File: src/rtl/mealy_pkg.sv
// Shared constants and helpers for the parametrised Mealy sequence detector.
package mealy_pkg;

   localparam int unsigned OVERLAP_OFF = 0;
   localparam int unsigned OVERLAP_ON  = 1;

   localparam int unsigned DEF_PATTERN_W = 3;
   localparam logic [DEF_PATTERN_W-1:0] DEF_PATTERN = 3'b101;
   localparam int unsigned DEF_COUNT_W   = 8;

   // Ceiling log2 for elaboration-time width sizing (v >= 2).
   function automatic int unsigned clog2(input int unsigned v);
      int unsigned r;
      r = 0;
      for (int unsigned i = 0; i < 32; i++) begin
         if ((32'd1 << i) < v) r = i + 1;
      end
      return r;
   endfunction

endpackage

File: src/rtl/seq_hist_shift.sv
// Enable-gated history shift register with saturating fill counter and
// synchronous restart; newest bit enters at the LSB.
module seq_hist_shift
   import mealy_pkg::*;
#(
   parameter int unsigned PATTERN_W = DEF_PATTERN_W
) (
   input  logic                          clk,
   input  logic                          reset,
   input  logic                          en,
   input  logic                          w,
   input  logic                          restart,
   output logic [PATTERN_W-2:0]          hist,
   output logic [clog2(PATTERN_W)-1:0]   fill
);

   localparam int unsigned HIST_W = PATTERN_W - 1;
   localparam int unsigned FILL_W = clog2(PATTERN_W);
   localparam logic [FILL_W-1:0] FILL_MAX = FILL_W'(PATTERN_W - 1);

   // Restart wins over shifting so a consumed match leaves no residue.
   always_ff @(posedge clk or posedge reset) begin
      if (reset) begin
         hist <= '0;
         fill <= '0;
      end else if (en) begin
         if (restart) begin
            hist <= '0;
            fill <= '0;
         end else begin
            hist <= HIST_W'({hist, w});
            if (fill != FILL_MAX) fill <= fill + FILL_W'(1);
         end
      end
   end

endmodule

File: src/rtl/mealy_seq_detector.sv
// Parametrised Mealy serial-pattern detector with overlap/non-overlap modes.
// Optional saturating match counter enabled by defining MATCH_COUNT_EN.
module mealy_seq_detector
   import mealy_pkg::*;
#(
   parameter int unsigned              PATTERN_W = DEF_PATTERN_W,
   parameter logic [PATTERN_W-1:0]     PATTERN   = PATTERN_W'(DEF_PATTERN),
   parameter int unsigned              OVERLAP   = OVERLAP_ON
`ifdef MATCH_COUNT_EN
   ,
   parameter int unsigned              COUNT_W   = DEF_COUNT_W
`endif
) (
   input  logic                          clk,
   input  logic                          reset,
   input  logic                          en,
   input  logic                          w,
   output logic                          z,
   output logic                          z_q,
   output logic [clog2(PATTERN_W)-1:0]   fill
`ifdef MATCH_COUNT_EN
   ,
   input  logic                          count_clr,
   output logic [COUNT_W-1:0]            match_count
`endif
);

   localparam int unsigned FILL_W = clog2(PATTERN_W);

   logic [PATTERN_W-2:0] hist;
   logic                 restart;

   seq_hist_shift #(
      .PATTERN_W (PATTERN_W)
   ) u_hist (
      .clk     (clk),
      .reset   (reset),
      .en      (en),
      .w       (w),
      .restart (restart),
      .hist    (hist),
      .fill    (fill)
   );

   // Full history gating keeps an all-zero pattern from matching the reset state.
   assign z = en & ~reset & (fill == FILL_W'(PATTERN_W - 1)) & ({hist, w} == PATTERN);

   assign restart = z & (OVERLAP == OVERLAP_OFF);

   always_ff @(posedge clk or posedge reset) begin
      if (reset) z_q <= 1'b0;
      else       z_q <= z;
   end

`ifdef MATCH_COUNT_EN
   // Clear has priority over a coincident increment; count saturates.
   always_ff @(posedge clk or posedge reset) begin
      if (reset)                          match_count <= '0;
      else if (count_clr)                 match_count <= '0;
      else if (z && (match_count != '1))  match_count <= match_count + COUNT_W'(1);
   end
`endif

endmodule

File: config.mk
export PLATFORM = sky130hd
export DESIGN_NAME = mealy_seq_detector
export DESIGN_NICKNAME = d
export VERILOG_FILES = /design/src/rtl/mealy_pkg.sv /design/src/rtl/seq_hist_shift.sv /design/src/rtl/mealy_seq_detector.sv
export SDC_FILE = /design/constraint.sdc
export NUM_CORES = 1
export LEC_CHECK = 0
export CAP_MARGIN = 5
export CELL_PAD_IN_SITES_DETAIL_PLACEMENT = 1
export CELL_PAD_IN_SITES_GLOBAL_PLACEMENT = 1
export CORE_AREA = 2 2 39 41
export CTS_CLUSTER_SIZE = 25
export DETAILED_ROUTE_END_ITERATION = 16
export DIE_AREA = 0 0 41 43
export PLACE_DENSITY = 0.52
export SYNTH_ARGS = -nofsm -noshare
export SYNTH_HDL_FRONTEND = slang
export SYNTH_SLANG_ARGS = --single-unit
File: constraint.sdc
create_clock -name clk -period 1.01 [get_ports clk]
set_input_delay 0.101 -clock clk [delete_from_list [all_inputs] [get_ports clk]]
set_output_delay 0.101 -clock clk [all_outputs]
set_load 0.02 [all_outputs]
==> After elaboration in Yosys (flattened, before gate mapping) <==
Cells that the tools add are included.
{ "word_totals": {"word_cells": 12, "inputBits": 4, "out_inout_bits": 4, "regBits": 5} }
{ "op_classes": {"eq_ne": 3, "n_bitwise": 4, "reduce_logical": 1, "addsub": 1} }
{ "op_table": {"columns": ["cell", "count"], "rows": [
  ["1-bit bitwise AND", 3],
  ["3-bit == test (second input constant)", 1],
  ["2-bit by 1-bit adder with 2-bit output (second input constant)", 1],
  ["2-bit == test (second input constant)", 1],
  ["2-bit inequality test (second input constant)", 1],
  ["2-bit AND reduction", 1],
  ["1-bit NOT", 1]
]} }

==> Logic depth before layout (Yosys ltp) <==
{ "depth": {"ltp_word": 4, "mapped_depth": 4, "depth_no_buf": 4} }

==> By module <==
From an unflattened synthesis, not the netlist that was laid out.
{ "unflattened": {"hier_cells": 25, "area_unflattened_um2": 240.2} }
{ "by_module_without_submodules": {"columns": ["module", "n_inst", "area_each_um2", "cells_each"], "rows": [
  ["seq_hist_shift", 1, 188.9, 20],
  ["mealy_seq_detector", 1, 51.3, 5]
]} }

==> Least setup slack after synthesis <==
OpenSTA, ideal clock, no wires.
{ "synth_timing": {"path_type": "register to register", "startpoint": "register u_hist.fill[0]", "endpoint": "register z_q", "arrival_ns": 1.250, "setup_time_ns": 0.150, "stages_incl_launch_ff": 5, "slack_ns": -0.390, "cell_sequence": "dfrtp_1 inv_1 ha_1 nand4b_1 nor3b_2"} }
{ "synth_between": {"elab_chain_len": 3} }
{ "synth_lines": {"columns": ["element", "line", "rtl"], "rows": [
  ["start: declaration", "seq_hist_shift.sv:14", "output logic [clog2(PATTERN_W)-1:0] fill"],
  ["start signal: assignment", "seq_hist_shift.sv:32", "if (fill != FILL_MAX) fill <= fill + FILL_W'(1);"],
  ["2-bit == test", "mealy_seq_detector.sv:46", "assign z = en & ~reset & (fill == FILL_W'(PATTERN_W - 1)) & ({hist, w} == PATTERN);"],
  ["1-bit bitwise AND (2 in a row)", "mealy_seq_detector.sv:46", null],
  ["net z", "mealy_seq_detector.sv:18", "output logic z,"],
  ["end signal: assignment", "mealy_seq_detector.sv:52", "else z_q <= z;"],
  ["end: declaration", "mealy_seq_detector.sv:19", "output logic z_q,"]
]} }
The timed path passes the listed nets, and every way through them passes these cells.
A chain may end at the register's enable or synchronous reset.

==> Final worst setup path <==
{ "layout_timing": {"startpoint": "register u_hist.fill[0]", "endpoint": "output port z"} }
{ "layout_between": {"elab_chain_len": 3} }
{ "layout_lines": {"columns": ["element", "line"], "rows": [
  ["2-bit == test", "mealy_seq_detector.sv:46"],
  ["1-bit bitwise AND (2 in a row)", "mealy_seq_detector.sv:46"],
  ["end: declaration", "mealy_seq_detector.sv:18"]
]} }
Every way passes these cells.

==> results <==
logic make-up (layout without fill, tap and decap cells):
group	count (synthesis)	count (layout)	synth area share, %
AND/OR/NAND/NOR	3	3	15.6
buffers and inverters	3	28	5.00
adder cells (fa/ha/maj)	1	1	5.55
flip-flops	5	5	55.6
XOR/XNOR	1	1	3.89
multiplexers	3	3	14.4
cell usage in the layout, fill, tap and decap left out, drive strengths merged:
master         netlist  layout
buf                  0      17
clkbuf               0       5
dfrtp                5       5
clkdlybuf4s50        0       3
inv                  3       3
mux2                 2       2
nor2b                1       1
mux2i                1       1
nand4b               1       1
nor3b                1       1
xnor2                1       1
ha                   1       1
what timing repair did:
item | in CTS | in global routing
pin swaps | 2 | 1
resized for setup | 24 | 3
setup endpoints to repair | 7 | 7
buffers inserted | 7 | 2
stage by stage:
stage	util (%)	total power [mW]
6_report	35.6	1.41
5_1_grt	35.6	1.53
4_1_cts	34.9	1.35
3_5_place_dp	27.6	0.835
3_3_place_gp	27.6	0.791
2_1_floorplan	-	0.557
per-layer routing:
| metal | vias to the layer above | part of all wire, % |
|---|---|---|
| met5 | - | 0 |
| met4 | 0 | 0 |
| met3 | 0 | 9.0 |
| met2 | 10 | 54 |
| met1 | 103 | 37 |
| li1 | 102 | - |
worst register-to-register path: stages (launching register included):
cell,delay (ns)
dfrtp_2,0.40
inv_2,0.08
ha_4,0.13
nand4b_1,0.16
nor3b_4,0.23
buf_4,0.14
power by group:
part,total [mW],leakage [nW],internal [mW],switching (mW)
Combinational,0.868,0.167,0.565,0.303
Sequential,0.309,0.0586,0.264,0.0450
Clock,0.232,0.0150,0.149,0.0825
Total,1.41,0.241,0.979,0.430
area by class of cell:
class / count / area (um^2)
clock buffer: 4 / 26.3
fill: 155 / 891
inverter: 3 / 11.3
multi-input combinational: 8 / 115
sequential: 5 / 128
tap: 16 / 20.0
timing repair buffer: 21 / 193
registers in the layout, summed over array words and instances (netlist names):
| signal | flops |
|---|---|
| z_q | 1 |
| u_hist.hist | 2 |
| u_hist.fill | 2 |
worst max-delay path by stage:
stage	startpoint	depth (start not counted)	slack, ns	to
floorplan	u_hist.fill[0]$_DFFE_PP0P_	4	-0.24	z_q$_DFF_PP0_
global placement	reset	4	-0.66	z
detailed placement	reset	4	-0.74	z
CTS	u_hist.fill[0]$_DFFE_PP0P_	5	-0.51	z
global route	u_hist.fill[0]$_DFFE_PP0P_	5	-0.54	z
finish	u_hist.fill[0]$_DFFE_PP0P_	5	-0.47	z
==> impl_metrics.env <==
export IMPL_status="complete, but fails checks"
export IMPL_failed_checks="setup timing"
export IMPL_cts_tree="built"
export IMPL_grt_start_max_net_pins=6
export IMPL_yosysWarnings=0
export IMPL_ys_top_cells_by_area="dfrtp_1 56%, mux2_2 10%, nor2b_4 6.1%"
export IMPL_design_area_um2=493
export IMPL_synth_seq_area_share_pct=55.6
export IMPL_ios=8
export IMPL_drive_gt1_share_pct=73.2
export IMPL_vias_per_cell=3.77
export IMPL_htree_levels=1
export IMPL_grtUsageMet3_pct=8.38
export IMPL_synth_distinct_cells=9
export IMPL_synth_top_cell_area_share_pct=55.6
export IMPL_path_clk_slew_ns=0.04
export IMPL_critPathBufInv=2
export IMPL_clockBufferDepth=2
export IMPL_hold_slack_ns=0.105
export IMPL_synthesis_area_um2=225
export IMPL_worstPathRequired_ns=0.91
export IMPL_cp_max_fo=2
export IMPL_cts_sinks=5
export IMPL_cp_cell_sequence="inv_2 > ha_4 > nand4b_1 > nor3b_4 > buf_6"
export IMPL_max_cap_viol_count=0
export IMPL_slew_viol_final=0
export IMPL_routedWlPerCell_um=11.3
export IMPL_ys_seq_elements=5
export IMPL_io_buffer_count=7
export IMPL_period_needed_ns=1.48
export IMPL_grt_pass1_wl_um=1150
export IMPL_critPathSlowestCell="dfrtp_2"
export IMPL_clk_latency_ns=0.24
export IMPL_arrival_ns=1.38
export IMPL_layout_worst_path_cycle_share_pct=147
export IMPL_drc=0
export IMPL_hold_viol=0
export IMPL_num_vias=215
export IMPL_synth_common_cells="5 x dfrtp_1, 3 x inv_1, 2 x mux2_2"
export IMPL_syn_to_final_growth_pct=119
export IMPL_grt_usage_pct=10.8
export IMPL_dieArea_um2=1760
export IMPL_cts_hold_buffers=0
export IMPL_syn_area_per_cell_um2=14.1
export IMPL_setup_violations=6
export IMPL_rr_startpoint="u_hist.fill[0]$_DFFE_PP0P_"
export IMPL_cts_root_buf="clkbuf_4"
export IMPL_r2r_slack_ns=-0.18
export IMPL_crit_type="reg -> out"
export IMPL_synth_area_leader_cell="dfrtp_1"
export IMPL_post_dp_cell_area_um2=382
export IMPL_max_freq_mhz=675
export IMPL_hpwl_um=440
export IMPL_ant_nets=0
export IMPL_numCtsBuffers=3
export IMPL_dp_cells=45
export IMPL_worst_r2r_path_depth=5
export IMPL_layout_cells_non_filler=57
export IMPL_die_x_um=41
export IMPL_num_antenna_cells=0
export IMPL_antenna_found_initial=0
export IMPL_path_delay_family="flip-flops"
export IMPL_startpoint_type="flip-flop"
export IMPL_globalplace_congestion=0.588
export IMPL_synth_most_common_cell="dfrtp_1"
export IMPL_grt_busiest_layer="met2"
export IMPL_ir_drop_mv=1.50
export IMPL_worstMarginPinSlew_ns=0.203
export IMPL_slew_headroom_pct=86.5
export IMPL_hp_class="in -> async"
export IMPL_end_kind="primary output"
export IMPL_start_util_pct=16.3
export IMPL_use_met2_pct=16.9
export IMPL_skew_ns=0.000962
export IMPL_rsz0062_at_grt="true"
export IMPL_power_density_nw_per_um2=2860
export IMPL_synth_nets=21
export IMPL_grt_ovfl_total=0
export IMPL_place_ws_ns=-0.736
export IMPL_crit_path_max_incr_delay_ns=0.40
export IMPL_dr_pass1_iters=1
export IMPL_grt_pass1_vias=271
export IMPL_setup_tns_ns=-1.46
export IMPL_regToRegEndpoint="z_q$_DFF_PP0_"
export IMPL_drtIter0Drc=0
export IMPL_leakage_nw=0.241
export IMPL_synthCells=16
export IMPL_core_area_um2=1380
export IMPL_ys_flop_type="dfrtp_1"
export IMPL_wl_um=645
export IMPL_gr_usage_met1_pct=10.2
export IMPL_die_y_um=43
export IMPL_synth_async_reset_ratio_pct=100
export IMPL_synth_edff_count=0
export IMPL_final_nets=47
export IMPL_rows=14
export IMPL_fin_ws_ns=-0.471
No activity file was read; power rests on OpenSTA's default activity.
